## config.mk

```make
export PLATFORM = sky130hd
export DESIGN_NAME = contador_ctrl
export DESIGN_NICKNAME = d
export VERILOG_FILES = /design/src/rtl/contador_ctrl_pkg.sv /design/src/rtl/contador_ctrl_scan.sv /design/src/rtl/contador_ctrl.sv
export SDC_FILE = /design/constraint.sdc
export NUM_CORES = 1
export LEC_CHECK = 0
export CAP_MARGIN = 20
export CORE_ASPECT_RATIO = 0.7
export CORE_MARGIN = 4
export CORE_UTILIZATION = 35
export DETAILED_ROUTE_END_ITERATION = 12
export PLACE_DENSITY_LB_ADDON = 0.12
export SKIP_CTS_REPAIR_TIMING = 1
export SYNTH_ARGS = -nofsm -noshare
export SYNTH_HDL_FRONTEND = slang
export SYNTH_SLANG_ARGS = --single-unit
```

## constraint.sdc

```tcl
create_clock -name clk -period 2.59 [get_ports clk]
set_input_delay 0.518 -clock clk [delete_from_list [all_inputs] [get_ports clk]]
set_output_delay 0.518 -clock clk [all_outputs]
set_load 0.02 [all_outputs]
```

## src/rtl/contador_ctrl_pkg.sv

```systemverilog
// -----------------------------------------------------------------------------
// contador_ctrl_pkg
//   Shared definitions for the contador read controller: FSM state encoding,
//   state width and default parameter values used by contador_ctrl and its
//   optional scan sub-module (built only with CONT_CTRL_SCAN_EN defined).
// -----------------------------------------------------------------------------
package contador_ctrl_pkg;

   localparam int STATE_W = 2;

   typedef enum logic [STATE_W-1:0] {
      ST_IDLE = 2'd0,
      ST_REQ  = 2'd1,
      ST_WAIT = 2'd2,
      ST_RESP = 2'd3
   } state_e;

   localparam int DEF_CNT_WIDTH   = 8;
   localparam int DEF_NUM_CNT     = 4;
   localparam int DEF_IDX_WIDTH   = 2;
   localparam int DEF_TIMEOUT     = 4;
   localparam int DEF_SCAN_PERIOD = 16;

   // Width of a counter that must hold values 0..max_val.
   function automatic int cnt_w(input int max_val);
      return (max_val < 1) ? 1 : $clog2(max_val + 1);
   endfunction

endpackage

```

## src/rtl/contador_ctrl_scan.sv

```systemverilog
// -----------------------------------------------------------------------------
// contador_ctrl_scan
//   Background scan engine for contador_ctrl (only instantiated when
//   CONT_CTRL_SCAN_EN is defined). Counts consecutive idle cycles, raises a
//   scan trigger after SCAN_PERIOD of them, keeps the round-robin scan
//   pointer and the per-counter snapshot registers.
//
// Ports
//   clk, reset    clock, synchronous active-high reset
//   idle_i        controller FSM is in IDLE
//   host_req_i    host read request this cycle (restarts the idle timer)
//   cap_i         scan read got valid data this cycle (WAIT -> RESP edge)
//   done_i        scan read is in its RESP cycle (success or timeout)
//   cap_data_i    data to store into snapshot entry ptr_o
//   trig_o        launch a scan read of counter ptr_o
//   ptr_o         current scan pointer
//   snap_data_o   flattened snapshot, entry i at [i*CNT_WIDTH +: CNT_WIDTH]
//   snap_upd_o    one-hot pulse in the RESP cycle of a successful scan
// -----------------------------------------------------------------------------
module contador_ctrl_scan
   import contador_ctrl_pkg::*;
#(
   parameter int CNT_WIDTH   = DEF_CNT_WIDTH,
   parameter int NUM_CNT     = DEF_NUM_CNT,
   parameter int IDX_WIDTH   = DEF_IDX_WIDTH,
   parameter int SCAN_PERIOD = DEF_SCAN_PERIOD
) (
   input  logic                         clk,
   input  logic                         reset,
   input  logic                         idle_i,
   input  logic                         host_req_i,
   input  logic                         cap_i,
   input  logic                         done_i,
   input  logic [CNT_WIDTH-1:0]         cap_data_i,
   output logic                         trig_o,
   output logic [IDX_WIDTH-1:0]         ptr_o,
   output logic [NUM_CNT*CNT_WIDTH-1:0] snap_data_o,
   output logic [NUM_CNT-1:0]           snap_upd_o
);

   localparam int PW = cnt_w(SCAN_PERIOD);

   logic [PW-1:0]                       idle_cnt_q, idle_cnt_d;
   logic [IDX_WIDTH-1:0]                ptr_q, ptr_d;
   logic [NUM_CNT-1:0][CNT_WIDTH-1:0]   snap_q, snap_d;
   logic [NUM_CNT-1:0]                  upd_q, upd_d;

   // The SCAN_PERIOD-th consecutive idle cycle is the trigger cycle.
   assign trig_o = idle_i && (idle_cnt_q == PW'(SCAN_PERIOD - 1));

   always_comb begin
      idle_cnt_d = idle_cnt_q + 1'b1;
      ptr_d      = ptr_q;
      snap_d     = snap_q;
      upd_d      = '0;
      // Any busy cycle, host request or fired trigger restarts the timer.
      if (!idle_i || host_req_i || trig_o) idle_cnt_d = '0;
      // Snapshot is written on the edge into RESP so the new value and the
      // update pulse appear together in the RESP cycle.
      if (cap_i) begin
         snap_d[ptr_q] = cap_data_i;
         upd_d         = NUM_CNT'(1) << ptr_q;
      end
      // Pointer moves on after every scan read, including timeouts.
      if (done_i) ptr_d = (ptr_q == IDX_WIDTH'(NUM_CNT - 1)) ? '0 : ptr_q + 1'b1;
   end

   always_ff @(posedge clk) begin
      if (reset) begin
         idle_cnt_q <= '0;
         ptr_q      <= '0;
         snap_q     <= '0;
         upd_q      <= '0;
      end else begin
         idle_cnt_q <= idle_cnt_d;
         ptr_q      <= ptr_d;
         snap_q     <= snap_d;
         upd_q      <= upd_d;
      end
   end

   assign ptr_o       = ptr_q;
   assign snap_data_o = snap_q;
   assign snap_upd_o  = upd_q;

endmodule

```

## src/rtl/contador_ctrl.sv

```systemverilog
// -----------------------------------------------------------------------------
// contador_ctrl
//   Shares one host read port among NUM_CNT contador instances. A host read
//   strobes the selected counter (cnt_req + one-hot cnt_idx) for one cycle,
//   waits up to TIMEOUT cycles for its valid, and returns the value with a
//   one-cycle rd_valid pulse. Out-of-range indices and silent counters are
//   answered with rd_err=1, rd_data=0.
//   Optional feature macro: CONT_CTRL_SCAN_EN -- periodic background scan of
//   all counters into snap_data/snap_upd. Without it those ports are 0.
//
// Ports
//   clk, reset   clock, synchronous active-high reset
//   rd_req       host read request (sampled only while rd_ready=1)
//   rd_idx       counter index
//   rd_ready     controller idle and able to accept
//   rd_valid     one-cycle response pulse
//   rd_data      captured count (0 on error)
//   rd_err       qualifies rd_valid: timeout or index out of range
//   cnt_req      shared request strobe to all counters
//   cnt_idx      one-hot counter select
//   cnt_valid    per-counter valid
//   cnt_data     per-counter data, counter i at [i*CNT_WIDTH +: CNT_WIDTH]
//   snap_data    scan snapshot (scan build only)
//   snap_upd     one-hot snapshot update pulse (scan build only)
// -----------------------------------------------------------------------------
module contador_ctrl
   import contador_ctrl_pkg::*;
#(
   parameter int CNT_WIDTH   = DEF_CNT_WIDTH,
   parameter int NUM_CNT     = DEF_NUM_CNT,
   parameter int IDX_WIDTH   = DEF_IDX_WIDTH,
   parameter int TIMEOUT     = DEF_TIMEOUT,
   parameter int SCAN_PERIOD = DEF_SCAN_PERIOD
) (
   input  logic                         clk,
   input  logic                         reset,
   input  logic                         rd_req,
   input  logic [IDX_WIDTH-1:0]         rd_idx,
   output logic                         rd_ready,
   output logic                         rd_valid,
   output logic [CNT_WIDTH-1:0]         rd_data,
   output logic                         rd_err,
   output logic                         cnt_req,
   output logic [NUM_CNT-1:0]           cnt_idx,
   input  logic [NUM_CNT-1:0]           cnt_valid,
   input  logic [NUM_CNT*CNT_WIDTH-1:0] cnt_data,
   output logic [NUM_CNT*CNT_WIDTH-1:0] snap_data,
   output logic [NUM_CNT-1:0]           snap_upd
);

   localparam int TO_W = cnt_w(TIMEOUT);

   state_e                state_q, state_d;
   logic [IDX_WIDTH-1:0]  idx_q, idx_d;
   logic [TO_W-1:0]       to_q, to_d;
   logic [CNT_WIDTH-1:0]  data_q, data_d;
   logic                  err_q, err_d;
   logic                  scan_q, scan_d;   // current read is an internal scan

   logic                  sel_valid;
   logic [CNT_WIDTH-1:0]  sel_data;
   logic                  in_range;
   logic                  scan_trig;
   logic [IDX_WIDTH-1:0]  scan_ptr;

   assign in_range = (int'(rd_idx) < NUM_CNT);

   // Only the latched counter's valid/data matter; others are ignored.
   always_comb begin
      sel_valid = 1'b0;
      sel_data  = '0;
      for (int i = 0; i < NUM_CNT; i++) begin
         if (idx_q == IDX_WIDTH'(i)) begin
            sel_valid = cnt_valid[i];
            sel_data  = cnt_data[i*CNT_WIDTH +: CNT_WIDTH];
         end
      end
   end

`ifdef CONT_CTRL_SCAN_EN
   contador_ctrl_scan #(
      .CNT_WIDTH   (CNT_WIDTH),
      .NUM_CNT     (NUM_CNT),
      .IDX_WIDTH   (IDX_WIDTH),
      .SCAN_PERIOD (SCAN_PERIOD)
   ) u_scan (
      .clk         (clk),
      .reset       (reset),
      .idle_i      (state_q == ST_IDLE),
      .host_req_i  (rd_req),
      .cap_i       (scan_q && (state_q == ST_WAIT) && sel_valid),
      .done_i      (scan_q && (state_q == ST_RESP)),
      .cap_data_i  (sel_data),
      .trig_o      (scan_trig),
      .ptr_o       (scan_ptr),
      .snap_data_o (snap_data),
      .snap_upd_o  (snap_upd)
   );
`else
   assign scan_trig = 1'b0;
   assign scan_ptr  = '0;
   assign snap_data = '0;
   assign snap_upd  = '0;
`endif

   always_comb begin
      state_d  = state_q;
      idx_d    = idx_q;
      to_d     = to_q;
      data_d   = data_q;
      err_d    = err_q;
      scan_d   = scan_q;
      rd_ready = 1'b0;
      rd_valid = 1'b0;
      rd_data  = '0;
      rd_err   = 1'b0;
      cnt_req  = 1'b0;
      cnt_idx  = '0;
      unique case (state_q)
         ST_IDLE: begin
            rd_ready = 1'b1;
            // Host request beats a coincident scan trigger.
            if (rd_req) begin
               scan_d = 1'b0;
               if (in_range) begin
                  idx_d   = rd_idx;
                  state_d = ST_REQ;
               end else begin
                  data_d  = '0;
                  err_d   = 1'b1;
                  state_d = ST_RESP;
               end
            end else if (scan_trig) begin
               idx_d   = scan_ptr;
               scan_d  = 1'b1;
               state_d = ST_REQ;
            end
         end
         ST_REQ: begin
            cnt_req = 1'b1;
            cnt_idx = NUM_CNT'(1) << idx_q;
            to_d    = '0;
            state_d = ST_WAIT;
         end
         ST_WAIT: begin
            if (sel_valid) begin
               data_d  = sel_data;
               err_d   = 1'b0;
               state_d = ST_RESP;
            end else if (to_q == TO_W'(TIMEOUT - 1)) begin
               data_d  = '0;
               err_d   = 1'b1;
               state_d = ST_RESP;
            end else begin
               to_d = to_q + 1'b1;
            end
         end
         ST_RESP: begin
            // Scan reads complete silently on the host side.
            rd_valid = !scan_q;
            rd_err   = err_q && !scan_q;
            rd_data  = scan_q ? '0 : data_q;
            state_d  = ST_IDLE;
         end
         default: state_d = ST_IDLE;
      endcase
   end

   always_ff @(posedge clk) begin
      if (reset) begin
         state_q <= ST_IDLE;
         idx_q   <= '0;
         to_q    <= '0;
         data_q  <= '0;
         err_q   <= 1'b0;
         scan_q  <= 1'b0;
      end else begin
         state_q <= state_d;
         idx_q   <= idx_d;
         to_q    <= to_d;
         data_q  <= data_d;
         err_q   <= err_d;
         scan_q  <= scan_d;
      end
   end

endmodule
```

Yosys cells after proc, flatten, opt, wreduce, memory -nomap -nowiden
Cells that the tools add are included.
{"block": "word_totals", "register_bits": 16, "word_cells": 51}
{"block": "classes", "addsub": 1, "eq_ne": 11, "n_shift": 1, "n_mux": 25, "reduce_logical": 8}
{"op": "$mux 8", "count": 7}
{"op": "$mux 1", "count": 10}
{"op": "$eq 2x2->1 const B", "count": 4}
{"op": "$pmux 2 s4", "count": 1}
{"op": "$mux 2", "count": 3}
{"op": "$mux 3", "count": 2}
{"op": "$ne 2x2->1 const B", "count": 3}
{"op": "$pmux 3 s2", "count": 1}
{"op": "$reduce_and 2->1", "count": 3}
{"op": "$eq 2x1->1 const B", "count": 2}
{"op": "$logic_not 2->1", "count": 2}
{"op": "$mux 4", "count": 1}
{"op": "$reduce_bool 2->1", "count": 2}
{"op": "$shl 1x2->4 const A", "count": 1}
{"op": "$add 3x1->3 const B", "count": 1}
{"op": "$eq 3x2->1 const B", "count": 1}
{"op": "$ne 3x3->1 const B", "count": 1}
{"op": "$reduce_and 3->1", "count": 1}

Depth between registers and ports, before layout
{"block": "depth", "ltp_word": 7, "mapped_depth": 6, "mapped_depth_nobuf": 6}

Least setup slack after synthesis
No wires, ideal clock.
{"block": "synth_timing", "path_type": "register to register", "start": "register to_q[0]", "end": "register to_q[0]", "arrival_ns": 1.785, "required_ns": 2.525, "path_slack_ns": 0.740, "stages_incl_launch_ff": 7, "synth_period_minus_slack_ns": 1.850, "cell_sequence": "dfxtp_1 > ha_1 > ha_1 > or3b_2 > a2bb2o_2 > mux2_2 > nor2_1"}
{"block": "synth_between", "elab_chain_cells": 4, "elab_cells_between_ends": 7, "classes_between": "add/sub: 1; eq/ne: 2; mux: 3; reduce/logical: 1"}
{"element": "start, declared", "line": "contador_ctrl.sv:55", "text": "logic [TO_W-1:0] to_q, to_d;"}
{"element": "start signal, assigned", "line": "contador_ctrl.sv:180", "text": "to_q <= to_d;"}
{"element": "$add 3x1->3", "line": "contador_ctrl.sv:155", "text": "to_d = to_q + 1'b1;"}
{"element": "$mux 3", "line": "contador_ctrl.sv:150", "text": "end else if (to_q == TO_W'(TIMEOUT - 1)) begin"}
{"element": "$mux 3", "line": "contador_ctrl.sv:146", "text": "if (sel_valid) begin"}
{"element": "$pmux 3 s2", "line": "contador_ctrl.sv:119", "text": "unique case (state_q)"}
Several ways; a longest one is shown, not always the timed one. The select of a mux whose other input is x is not followed.
A chain may end at the register's enable or synchronous reset.

Final worst setup path
{"block": "layout_timing", "start": "register state_q[1]", "end": "output cnt_idx[0]"}
{"block": "layout_between", "elab_chain_cells": 2}
{"element": "start, declared", "line": "contador_ctrl.sv:53", "text": "state_e state_q, state_d;"}
{"element": "start signal, assigned", "line": "contador_ctrl.sv:178", "text": "state_q <= state_d;"}
{"element": "$eq 2x1->1", "line": "contador_ctrl.sv:119"}
{"element": "$mux 4", "line": "contador_ctrl.sv:119"}
{"element": "end, declared", "line": "contador_ctrl.sv:44", "text": "output logic [NUM_CNT-1:0] cnt_idx,"}
No other way between the ends.

==> results.sh <==
export IMPL_first_pass_iters=4
export IMPL_synth_area_top_cells="dfxtp_1, buf_4, mux4_2"
export IMPL_fin_nets=238
export IMPL_cp_end_kind="primary output"
export IMPL_yosysWarnings=0
export IMPL_drcViolationCount=0
export IMPL_utilization_pct=51.5
export IMPL_grt_pass1_vias=997
export IMPL_drt_iter0_drc=35
export IMPL_finClkSkew_ns=0.00264
export IMPL_yosysTopAreaCell="dfxtp_1"
export IMPL_period_share_pct=88.8
export IMPL_worst_pin_slew_ns=0.519
export IMPL_rr_startpoint="state_q[0]"
export IMPL_cts_root_buffer="clkbuf_8"
export IMPL_area_growth_pct=39.6
export IMPL_n_fill_cell=320
export IMPL_grt_start_max_net_pins=14
export IMPL_dieWidth_um=81.4
export IMPL_cts_sinks=16
export IMPL_tritoncts_num_buffers=3
export IMPL_clk_path_buf_depth=2
export IMPL_drt_wl_total_um=3210
export IMPL_core_sq_um=3580
export IMPL_ant_nets=0
export IMPL_finalCriticalPeriod_ns=2.30
export IMPL_p_leak_uw=0.000756
export IMPL_syn_area_sq_um=1320
export IMPL_hold_path_depth=1
export IMPL_power_density_nw_per_um2=598
export IMPL_drv_slew=0
export IMPL_fmax_mhz=435
export IMPL_rsz0062_at_grt="false"
export IMPL_grt_overflow=0
export IMPL_multi_input_area_sq_um=803
export IMPL_netlist_instances=135
export IMPL_synth_distinct_cells=31
export IMPL_via_count=1069
export IMPL_rrSetupSlack_ns=0.60
export IMPL_die_h_um=59.4
export IMPL_place_gp_congestion=0.797
export IMPL_drv_cap=0
export IMPL_ir_drop_v=0.000354
export IMPL_cts_reportedPaths_clkPinSlew_ns=0.06
export IMPL_path_class="reg2out"
export IMPL_cp_start_kind="flop"
export IMPL_crit_path_start="state_q[1]"
export IMPL_required_ns=2.07
export IMPL_die_area_sq_um=4830
export IMPL_max_slew_margin_pct=65.3
export IMPL_path_max_fanout=6
export IMPL_reg2reg_to="to_q[2]"
export IMPL_placed_area_sq_um=1790
export IMPL_setup_viol=0
export IMPL_setup_tns_ns=0
export IMPL_yosysTopAreaCellShare_pct=24.3
export IMPL_grt_pass1_wl_um=4840
export IMPL_hold_class="reg2reg"
export IMPL_antenna_found_initial=0
export IMPL_syn_avg_cell_area_sq_um=9.78
export IMPL_busiest_layer="met2"
export IMPL_use_met2_pct=20.0
export IMPL_crit_end="cnt_idx[0]"
export IMPL_clk_latency_ns=0.25
export IMPL_htree_levels=1
export IMPL_yosysSeqAreaShare_pct=24.3
export IMPL_wl_per_cell_um=13.4
export IMPL_min_delay_start="data_q[0]"
export IMPL_io_buffers=56
export IMPL_fin_area_sq_um=1840
export IMPL_synth_seq_cells=16
export IMPL_pre_cts_slack_ns=0.499
export IMPL_grtUsageMet1_pct=18.3
export IMPL_regArea_sq_um=320
export IMPL_fp_row_count=18
export IMPL_status="finished clean"
export IMPL_initial_utilization_pct=36.9
export IMPL_antenna_cells=0
export IMPL_io_pins=93
export IMPL_crit_arrival_ns=1.78
export IMPL_r2r_cells=6
export IMPL_hold_violations=0
export IMPL_drive_gt1_share_pct=12.6
export IMPL_grtUsageTotal_pct=13.2
export IMPL_cts_tree="done"
export IMPL_setup_slack_ns=0.290
export IMPL_hpwl_um=2660
export IMPL_grt_use_met3_pct=3.65
export IMPL_vias_per_cell=4.45
## cell usage in the layout, fill, tap and decap left out, drive strengths merged, types with 4 or more instances in the layout
cell	synthesis	final
clkbuf	4	4
inv	5	5
dfxtp	16	16
mux4	8	8
ha	6	6
clkdlybuf4s50	0	56
a32o	8	8
conb	1	36
nand2	10	10
a21oi	5	5
and2	9	9
## through the flow
| step | hold slack (ns) | std cells | power (uW) |
|---|---|---|---|
| 2_1_floorplan | 0.434 | 170 | 745 |
| 3_3_place_gp | 0.446 | 236 | 879 |
| 3_5_place_dp | 0.445 | 236 | 890 |
| 4_1_cts | 0.460 | 240 | 1110 |
| 5_1_grt | 0.474 | 240 | 1180 |
| 6_report | 0.456 | 240 | 1100 |
## where the power goes
part / switching (uW) / internal, uW / total [uW]
combinational: 287 / 271 / 557
clock: 82.3 / 135 / 217
sequential: 40.2 / 287 / 327
total: 409 / 692 / 1100
## layer usage
metal | vias up | wire [um]
li1 | 511 | -
met1 | 498 | 1440
met2 | 56 | 1430
met3 | 4 | 299
met4 | 0 | 38
met5 | - | 0
## worst min-delay path by stage
| stage | slack [ns] | end |
|---|---|---|
| 2_1_floorplan | 0.43 | data_q[0] |
| 3_3_place_gp | 0.45 | data_q[0] |
| 3_5_place_dp | 0.45 | data_q[0] |
| 4_1_cts | 0.46 | data_q[0] |
| 5_1_grt | 0.47 | data_q[6] |
| 6_report | 0.46 | data_q[0] |
## worst max-delay path: stages (launching register included)
cell and delay [ns]:
dfxtp_1 0.33, inv_1 0.08, ha_1 0.27, nor3b_1 0.21
clkdlybuf4s50_1 0.64
## sequential cells by signal, summed over array words and instances (netlist names)
name and flops:
data_q 8, to_q 3, err_q 1, state_q 2, idx_q 2
## cell type report
cell class | count | area share [%]
Multi-Input combinational cell | 106 | 43.6
Timing Repair Buffer | 59 | 31.6
Sequential cell | 16 | 17.4
Tap cell | 50 | 3.39
Clock buffer | 4 | 2.99
Inverter | 5 | 1.02
## synth_stat cells, drive strengths merged
cell type,number
and3,1
conb,1
buf,39
nor3b,1
mux2,3
mux2i,2
a21oi,5
a2bb2o,1
inv,5
nor2,3
nand2b,1
or3b,1
a31oi,1
dfxtp,16
nand3,2
nand3b,2
a32o,8
nand2,10
mux4,8
o221a,1
or3,1
o211a,1
and2,9
clkbuf,4
ha,6
and3b,2
nor3,1
## logic make-up (layout without fill, tap and decap cells)
logic type / after synthesis / after routing / share of synthesized area [%]
fa+ha+maj: 6 / 6 / 5.69
mux: 13 / 13 / 18.0
flops: 16 / 16 / 24.3
other cells: 1 / 36 / 0.284
simple gates: 34 / 34 / 14.6
compound gates: 17 / 17 / 12.3
buf+inv: 48 / 68 / 24.8
Power figures use the tool's default switching activity.
